File: config.mk
export PLATFORM = sky130hd
export DESIGN_NAME = tl_drain_reader
export DESIGN_NICKNAME = d
export VERILOG_FILES = /design/src/rtl/tl_drain_reader.sv
export SDC_FILE = /design/constraint.sdc
export NUM_CORES = 1
export LEC_CHECK = 0
export CAP_MARGIN = 20
export CORE_ASPECT_RATIO = 0.75
export CORE_MARGIN = 1
export CORE_UTILIZATION = 41
export CTS_CLUSTER_DIAMETER = 30
export DETAILED_ROUTE_END_ITERATION = 8
export GPL_TIMING_DRIVEN = 0
export PLACE_DENSITY = 0.71
export RECOVER_POWER = 25
export SETUP_SLACK_MARGIN = 0.5
export SKIP_CTS_REPAIR_TIMING = 1
export SYNTH_ARGS = -nofsm -noshare
export SYNTH_HDL_FRONTEND = slang
export SYNTH_SLANG_ARGS = --single-unit
File: constraint.sdc
create_clock -name clk -period 3.3 [get_ports clk]
set_clock_uncertainty 0.05 [all_clocks]
set_input_delay 0.495 -clock clk [delete_from_list [all_inputs] [get_ports clk]]
set_output_delay 0.495 -clock clk [all_outputs]
set_load 0.01 [all_outputs]
File: src/rtl/tl_drain_reader.sv
// tl_drain_reader: receive-side drain engine. Issues round-robin single-cycle
// pops to four output FIFOs, captures each popped word onto one tagged,
// valid-qualified stream, and keeps per-channel word counters readable via
// a req/idx handshake.
// Optional routing checker: define TL_DRAIN_CHECK_EN to build it. When it is
// undefined, err and err_ch are tied low.
module tl_drain_reader #(
    parameter int DATA_W = 10,
    parameter int CNT_W  = 5
) (
    input  logic              clk,
    input  logic              reset,
    input  logic              enable,
    input  logic              clear,
    input  logic              empty0,
    input  logic              empty1,
    input  logic              empty2,
    input  logic              empty3,
    input  logic [DATA_W-1:0] data_in0,
    input  logic [DATA_W-1:0] data_in1,
    input  logic [DATA_W-1:0] data_in2,
    input  logic [DATA_W-1:0] data_in3,
    output logic              pop0,
    output logic              pop1,
    output logic              pop2,
    output logic              pop3,
    output logic [DATA_W-1:0] data_out,
    output logic              data_valid,
    output logic [1:0]        data_ch,
    input  logic              req,
    input  logic [1:0]        idx,
    output logic [CNT_W-1:0]  contador,
    output logic              valid,
    output logic              err,
    output logic [1:0]        err_ch
);

    typedef enum logic [1:0] {
        IDLE  = 2'd0,
        RUN   = 2'd1,
        DRAIN = 2'd2
    } state_t;

    state_t            state;
    state_t            state_nxt;

    logic [3:0]        empty_v;
    logic [DATA_W-1:0] data_in_v [4];

    logic [3:0]        pop_p0;
    logic [3:0]        pop_nxt;
    logic [1:0]        ptr;
    logic [3:0]        eligible;
    logic              grant_vld;
    logic [1:0]        grant_ch;
    logic              issue;

    logic              vld_p1;
    logic [1:0]        ch_p1;
    logic [DATA_W-1:0] word_p1;

    logic [CNT_W-1:0]  count [4];

    assign empty_v      = {empty3, empty2, empty1, empty0};
    assign data_in_v[0] = data_in0;
    assign data_in_v[1] = data_in1;
    assign data_in_v[2] = data_in2;
    assign data_in_v[3] = data_in3;
    assign {pop3, pop2, pop1, pop0} = pop_p0;

    // Word arriving this cycle from the channel popped last cycle
    assign word_p1 = data_in_v[ch_p1];

    // Round-robin pick: search starts one past the last granted channel
    // and wraps all the way round, so the last channel is checked last.
    function automatic logic [2:0] rr_pick(input logic [3:0] elig, input logic [1:0] last);
        logic [2:0] pick;
        logic [1:0] c;
        pick = 3'b000;
        for (int i = 1; i <= 4; i++) begin
            c = last + 2'(i);
            if (!pick[2] && elig[c]) begin
                pick = {1'b1, c};
            end
        end
        return pick;
    endfunction

    function automatic logic [1:0] onehot_ch(input logic [3:0] oh);
        logic [1:0] ch;
        ch = 2'd0;
        for (int k = 0; k < 4; k++) begin
            if (oh[k]) begin
                ch = 2'(k);
            end
        end
        return ch;
    endfunction

    // Arbitration: the channel popping right now is masked because its
    // empty flag does not yet reflect this pop.
    always_comb begin
        eligible              = ~empty_v & ~pop_p0;
        {grant_vld, grant_ch} = rr_pick(eligible, ptr);
    end

    // FSM next-state and pop decision
    always_comb begin
        state_nxt = state;
        issue     = 1'b0;
        pop_nxt   = 4'b0000;
        case (state)
            IDLE: begin
                if (enable) begin
                    state_nxt = RUN;
                end
            end
            RUN: begin
                if (!enable) begin
                    state_nxt = DRAIN;
                end else if (grant_vld) begin
                    issue   = 1'b1;
                    pop_nxt = 4'b0001 << grant_ch;
                end
            end
            DRAIN: begin
                if (enable) begin
                    state_nxt = RUN;
                end else if (!vld_p1) begin
                    state_nxt = IDLE;
                end
            end
            default: state_nxt = IDLE;
        endcase
    end

    // ---- stage p0: FSM state, registered pop strobes, round-robin pointer
    always_ff @(posedge clk or posedge reset) begin
        if (reset) begin
            state  <= IDLE;
            pop_p0 <= 4'b0000;
            ptr    <= 2'd3;
        end else begin
            state  <= state_nxt;
            pop_p0 <= pop_nxt;
            if (issue) begin
                ptr <= grant_ch;
            end
        end
    end

    // ---- stage p1: in-flight tag for the word the FIFO presents next cycle
    always_ff @(posedge clk or posedge reset) begin
        if (reset) begin
            vld_p1 <= 1'b0;
            ch_p1  <= 2'd0;
        end else begin
            vld_p1 <= |pop_p0;
            ch_p1  <= onehot_ch(pop_p0);
        end
    end

    // ---- stage p2: captured word onto the output stream
    always_ff @(posedge clk or posedge reset) begin
        if (reset) begin
            data_out   <= '0;
            data_ch    <= 2'd0;
            data_valid <= 1'b0;
        end else begin
            data_valid <= vld_p1;
            if (vld_p1) begin
                data_out <= word_p1;
                data_ch  <= ch_p1;
            end
        end
    end

    // Per-channel word counters; clear wins over a same-cycle capture
    always_ff @(posedge clk or posedge reset) begin
        if (reset) begin
            for (int k = 0; k < 4; k++) begin
                count[k] <= '0;
            end
        end else if (clear) begin
            for (int k = 0; k < 4; k++) begin
                count[k] <= '0;
            end
        end else if (vld_p1) begin
            count[ch_p1] <= count[ch_p1] + CNT_W'(1);
        end
    end

    // Counter read port: returns the value held in the request cycle
    always_ff @(posedge clk or posedge reset) begin
        if (reset) begin
            contador <= '0;
            valid    <= 1'b0;
        end else begin
            valid <= req;
            if (req) begin
                contador <= count[idx];
            end
        end
    end

`ifdef TL_DRAIN_CHECK_EN
    logic mismatch;

    assign mismatch = vld_p1 && (word_p1[DATA_W-1 -: 2] != ch_p1);

    // Sticky routing-error flag; err_ch keeps the first offending channel
    always_ff @(posedge clk or posedge reset) begin
        if (reset) begin
            err    <= 1'b0;
            err_ch <= 2'd0;
        end else if (clear) begin
            err <= 1'b0;
        end else if (mismatch) begin
            err <= 1'b1;
            if (!err) begin
                err_ch <= ch_p1;
            end
        end
    end
`else
    assign err    = 1'b0;
    assign err_ch = 2'd0;
`endif

endmodule

==> results by group <==
Critical path
  • Critical Path Sink Type: flip-flop
  • Critical path peak fanout: 10
  • CP startpoint kind: flip-flop
  • Crit. Startpoint: ch_p1[0]$_DFF_PP0_
  • Arrival @ worst endpoint: 2.34 ns
  • Worst path slowest cell: mux4_1
  • R2R setup slack: 1.12 ns
  • Critical R2R Capture: count[12]$_DFFE_PP0P_
  • Setup CP Type: reg2reg
  • Req. time, crit path: ~3.5 ns
  • Critical-path cell list: buf_6 -> mux4_1 -> ha_1 -> xor2_2 -> nor2_1 -> nor3_1
  • Worst path depth: 6
  • Top delay family on crit path: multiplexers
  • R2r worst-path depth: 6
  • RR Startpoint: ch_p1[0]$_DFF_PP0_
  • Max incr delay on CP: 0.67 ns
  • WP buf/inv: 1
  • CP endpoint: count[12]$_DFFE_PP0P_

Die
  • Initial Util: 43.3%
  • Die width: a little over 90 microns
  • Top-level port count: 77
  • Core Area: 5950 sq um
  • Total Die Area: 6600 sq um
  • # rows: 24
  • Die height: a little over 70 microns

Hold path
  • Hold Path Class: reg2reg

GRT
  • Vias in the first global route: between 1,500 and 2,000
  • Initial antenna violation count: 0
  • Aggregate global routing overflow: 0
  • GRT Total Usage: between 10% and 20%
  • Largest net degree at the start of global routing: 29
  • First-pass GRT wire length: 9.45 mm

Route
  • Final WL: between 5 and 6 mm
  • Via density: ~5.2
  • Vias post-DR: 1,841
  • Post-route antenna net violation count: 0
  • # DRC: 0
  • Drt pass-1 iters: 4
  • Drt first-iter violations: 86
  • DR WL/cell: 15.4 microns

Final layout
  • Final Net Count: ~330
  • Layout cells sized above 1: around 19%
  • Reg area: 1250 sq um
  • Area of the multi-input gates: 1230 sq um
  • # diodes: 0
  • Layout area overhead: 35.5%
  • # fillers: 507

STA
  • Final setup vio count: 0
  • Max frequency: 0.459 GHz
  • Max Slew Vio Count: 0
  • Final Hold Vio Count: 0
  • Setup TNS Final: 0 ns
  • Final period utilization: 66.1%
  • Slew HR: 40.5%
  • Worst hold slack: 0.339 ns
  • RSZ-0062 raised after global routing: no
  • Min Clock Period, post-route: between 2 and 2.5 ns
  • Worst slew pin tran: 0.891 ns

Synthesis
  • Area leader, netlist: dfrtp_1
  • Most frequent cell after synthesis: dfrtp_1
  • Post-synth EDFFs: 0
  • Predominant post-synthesis flop cell: dfrtp_1
  • Synth warnings: 0
  • Largest cells by area after synthesis: dfrtp_1, mux4_2, mux2_2, mux4_1, nor2_1
  • Cell variety after synth: approximately 40
  • Synth cell count leaders: dfrtp_1, nor2_1, mux2_2
  • Avg Cell Area, Syn: 13.3 sq um
  • Ys async rst share: 100%
  • Syn Std Cell Area: 2570 sq um
  • Cell count after synthesis: 193
  • Synth Register Bits: 50
  • Sequential share of the synthesized area: just under 50%
  • Area share of the largest cell type after synthesis: between 40% and 50%

Run
  • Max-cap viol count: 0

Power and ir drop
  • Worst vdd ir: 0.272 mV
  • Leak: about 1.5 nW
  • Power Dens Cells: 523 nW/um^2

Placed design
  • Port Buf Inserts: 71
  • Gp weighted congestion: 0.804
  • Detailed Place HPWL: 4.08 mm

Clock network
  • H-tree level count: 2
  • Clock latency on the worst-skew pair: 0.30 ns
  • CTS tree: built
  • CTS sink cnt: 50
  • CTS clock-pin slew for the worst setup and hold paths: 0.09 ns
  • Clk root buf: clkbuf_8
  • CTS max path bufs: 2
  • CTS buffer count: 5

Status
  • Outcome: finished clean
## logic make-up (layout without fill, tap and decap cells)
| logic type | count (synthesis) | after routing | synth area share (%) |
|---|---|---|---|
| and+or+nand+nor | 54 | 54 | 10.7 |
| DFF | 50 | 50 | 48.7 |
| muxes | 44 | 44 | 27.6 |
| buffers and inverters | 17 | 97 | 3.89 |
| AOI/OAI and AO/OA | 13 | 13 | 3.69 |
| xor gates and xnor gates | 13 | 13 | 4.71 |
| adders and majority gates | 1 | 1 | 0.486 |
| other | 1 | 3 | 0.146 |
## worst min path at each step
stage                                end             start  cells after the start  slack (ns)
floorplan           data_valid$_DFF_PP0_  vld_p1$_DFF_PP0_                      0        0.30
global placement    data_valid$_DFF_PP0_  vld_p1$_DFF_PP0_                      0        0.30
detailed placement  data_valid$_DFF_PP0_  vld_p1$_DFF_PP0_                      0        0.31
CTS                 data_valid$_DFF_PP0_  vld_p1$_DFF_PP0_                      0        0.33
global route        data_valid$_DFF_PP0_  vld_p1$_DFF_PP0_                      0        0.35
finish              data_valid$_DFF_PP0_  vld_p1$_DFF_PP0_                      0        0.34
## cell usage in the layout, fill, tap and decap left out, types with 4 or more instances in the layout
| cell | instances |
|---|---|
| nand4_1 | 8 |
| mux4_2 | 12 |
| clkbuf_8 | 5 |
| mux4_1 | 6 |
| xor2_1 | 8 |
| clkbuf_1 | 8 |
| xnor2_1 | 4 |
| mux2i_1 | 7 |
| mux2_2 | 19 |
| nor2_1 | 27 |
| clkdlybuf4s50_1 | 68 |
| dfrtp_1 | 48 |
## sequential cells by signal, summed over array words and instances (netlist names)
register,cells
data_out,10
data_ch,2
contador,5
pop_p0,4
count,20
vld_p1,1
data_valid,1
ptr,2
valid,1
ch_p1,2
state,2
## metrics by stage
stage | power [mW] | cells | cell area, sq um | utilization (%) | worst slack [ns]
2_1_floorplan | 1.18 | 195 | 2580 | - | 1.36
3_3_place_gp | 1.48 | 344 | 3390 | 57.0 | 0.583
3_5_place_dp | 1.50 | 345 | 3410 | 57.4 | 1.14
4_1_cts | 1.85 | 353 | 3500 | 58.8 | 1.11
5_1_grt | 1.93 | 353 | 3490 | 58.7 | 0.979
6_report | 1.82 | 353 | 3490 | 58.7 | 1.12
## layer usage
layer	global-route usage [%]	routed length, microns	vias to the layer above
met4	3.93	35	0
met3	4.41	356	6
met2	28.6	2420	59
met1	26.4	2620	909
met5	0	0	-
li1	-	-	867
## layout make-up
type,count,share of cell area (%)
inverters,2,0.215
plain buffers,15,2.40
well taps,78,2.80
multi-input cells,128,35.2
repair buffers,72,20.9
clock buffers,6,2.08
clock inverters,2,0.395
flip-flops and latches,50,35.9
## worst register-to-register path: cells and delay by family (launching register included)
kind | cells | cell delay, ns
mux | 1 | 0.67
flops | 1 | 0.35
fa+ha+maj | 1 | 0.33
xor+xnor | 1 | 0.27
simple gates | 2 | 0.25
buf+inv | 1 | 0.17
## power breakdown
part / internal [mW] / switching (mW)
logic: 0.403 / 0.270
registers: 0.735 / 0.0694
clock network: 0.150 / 0.196
total: 1.29 / 0.536
Note: power is estimated with default switching activity, not from simulation.
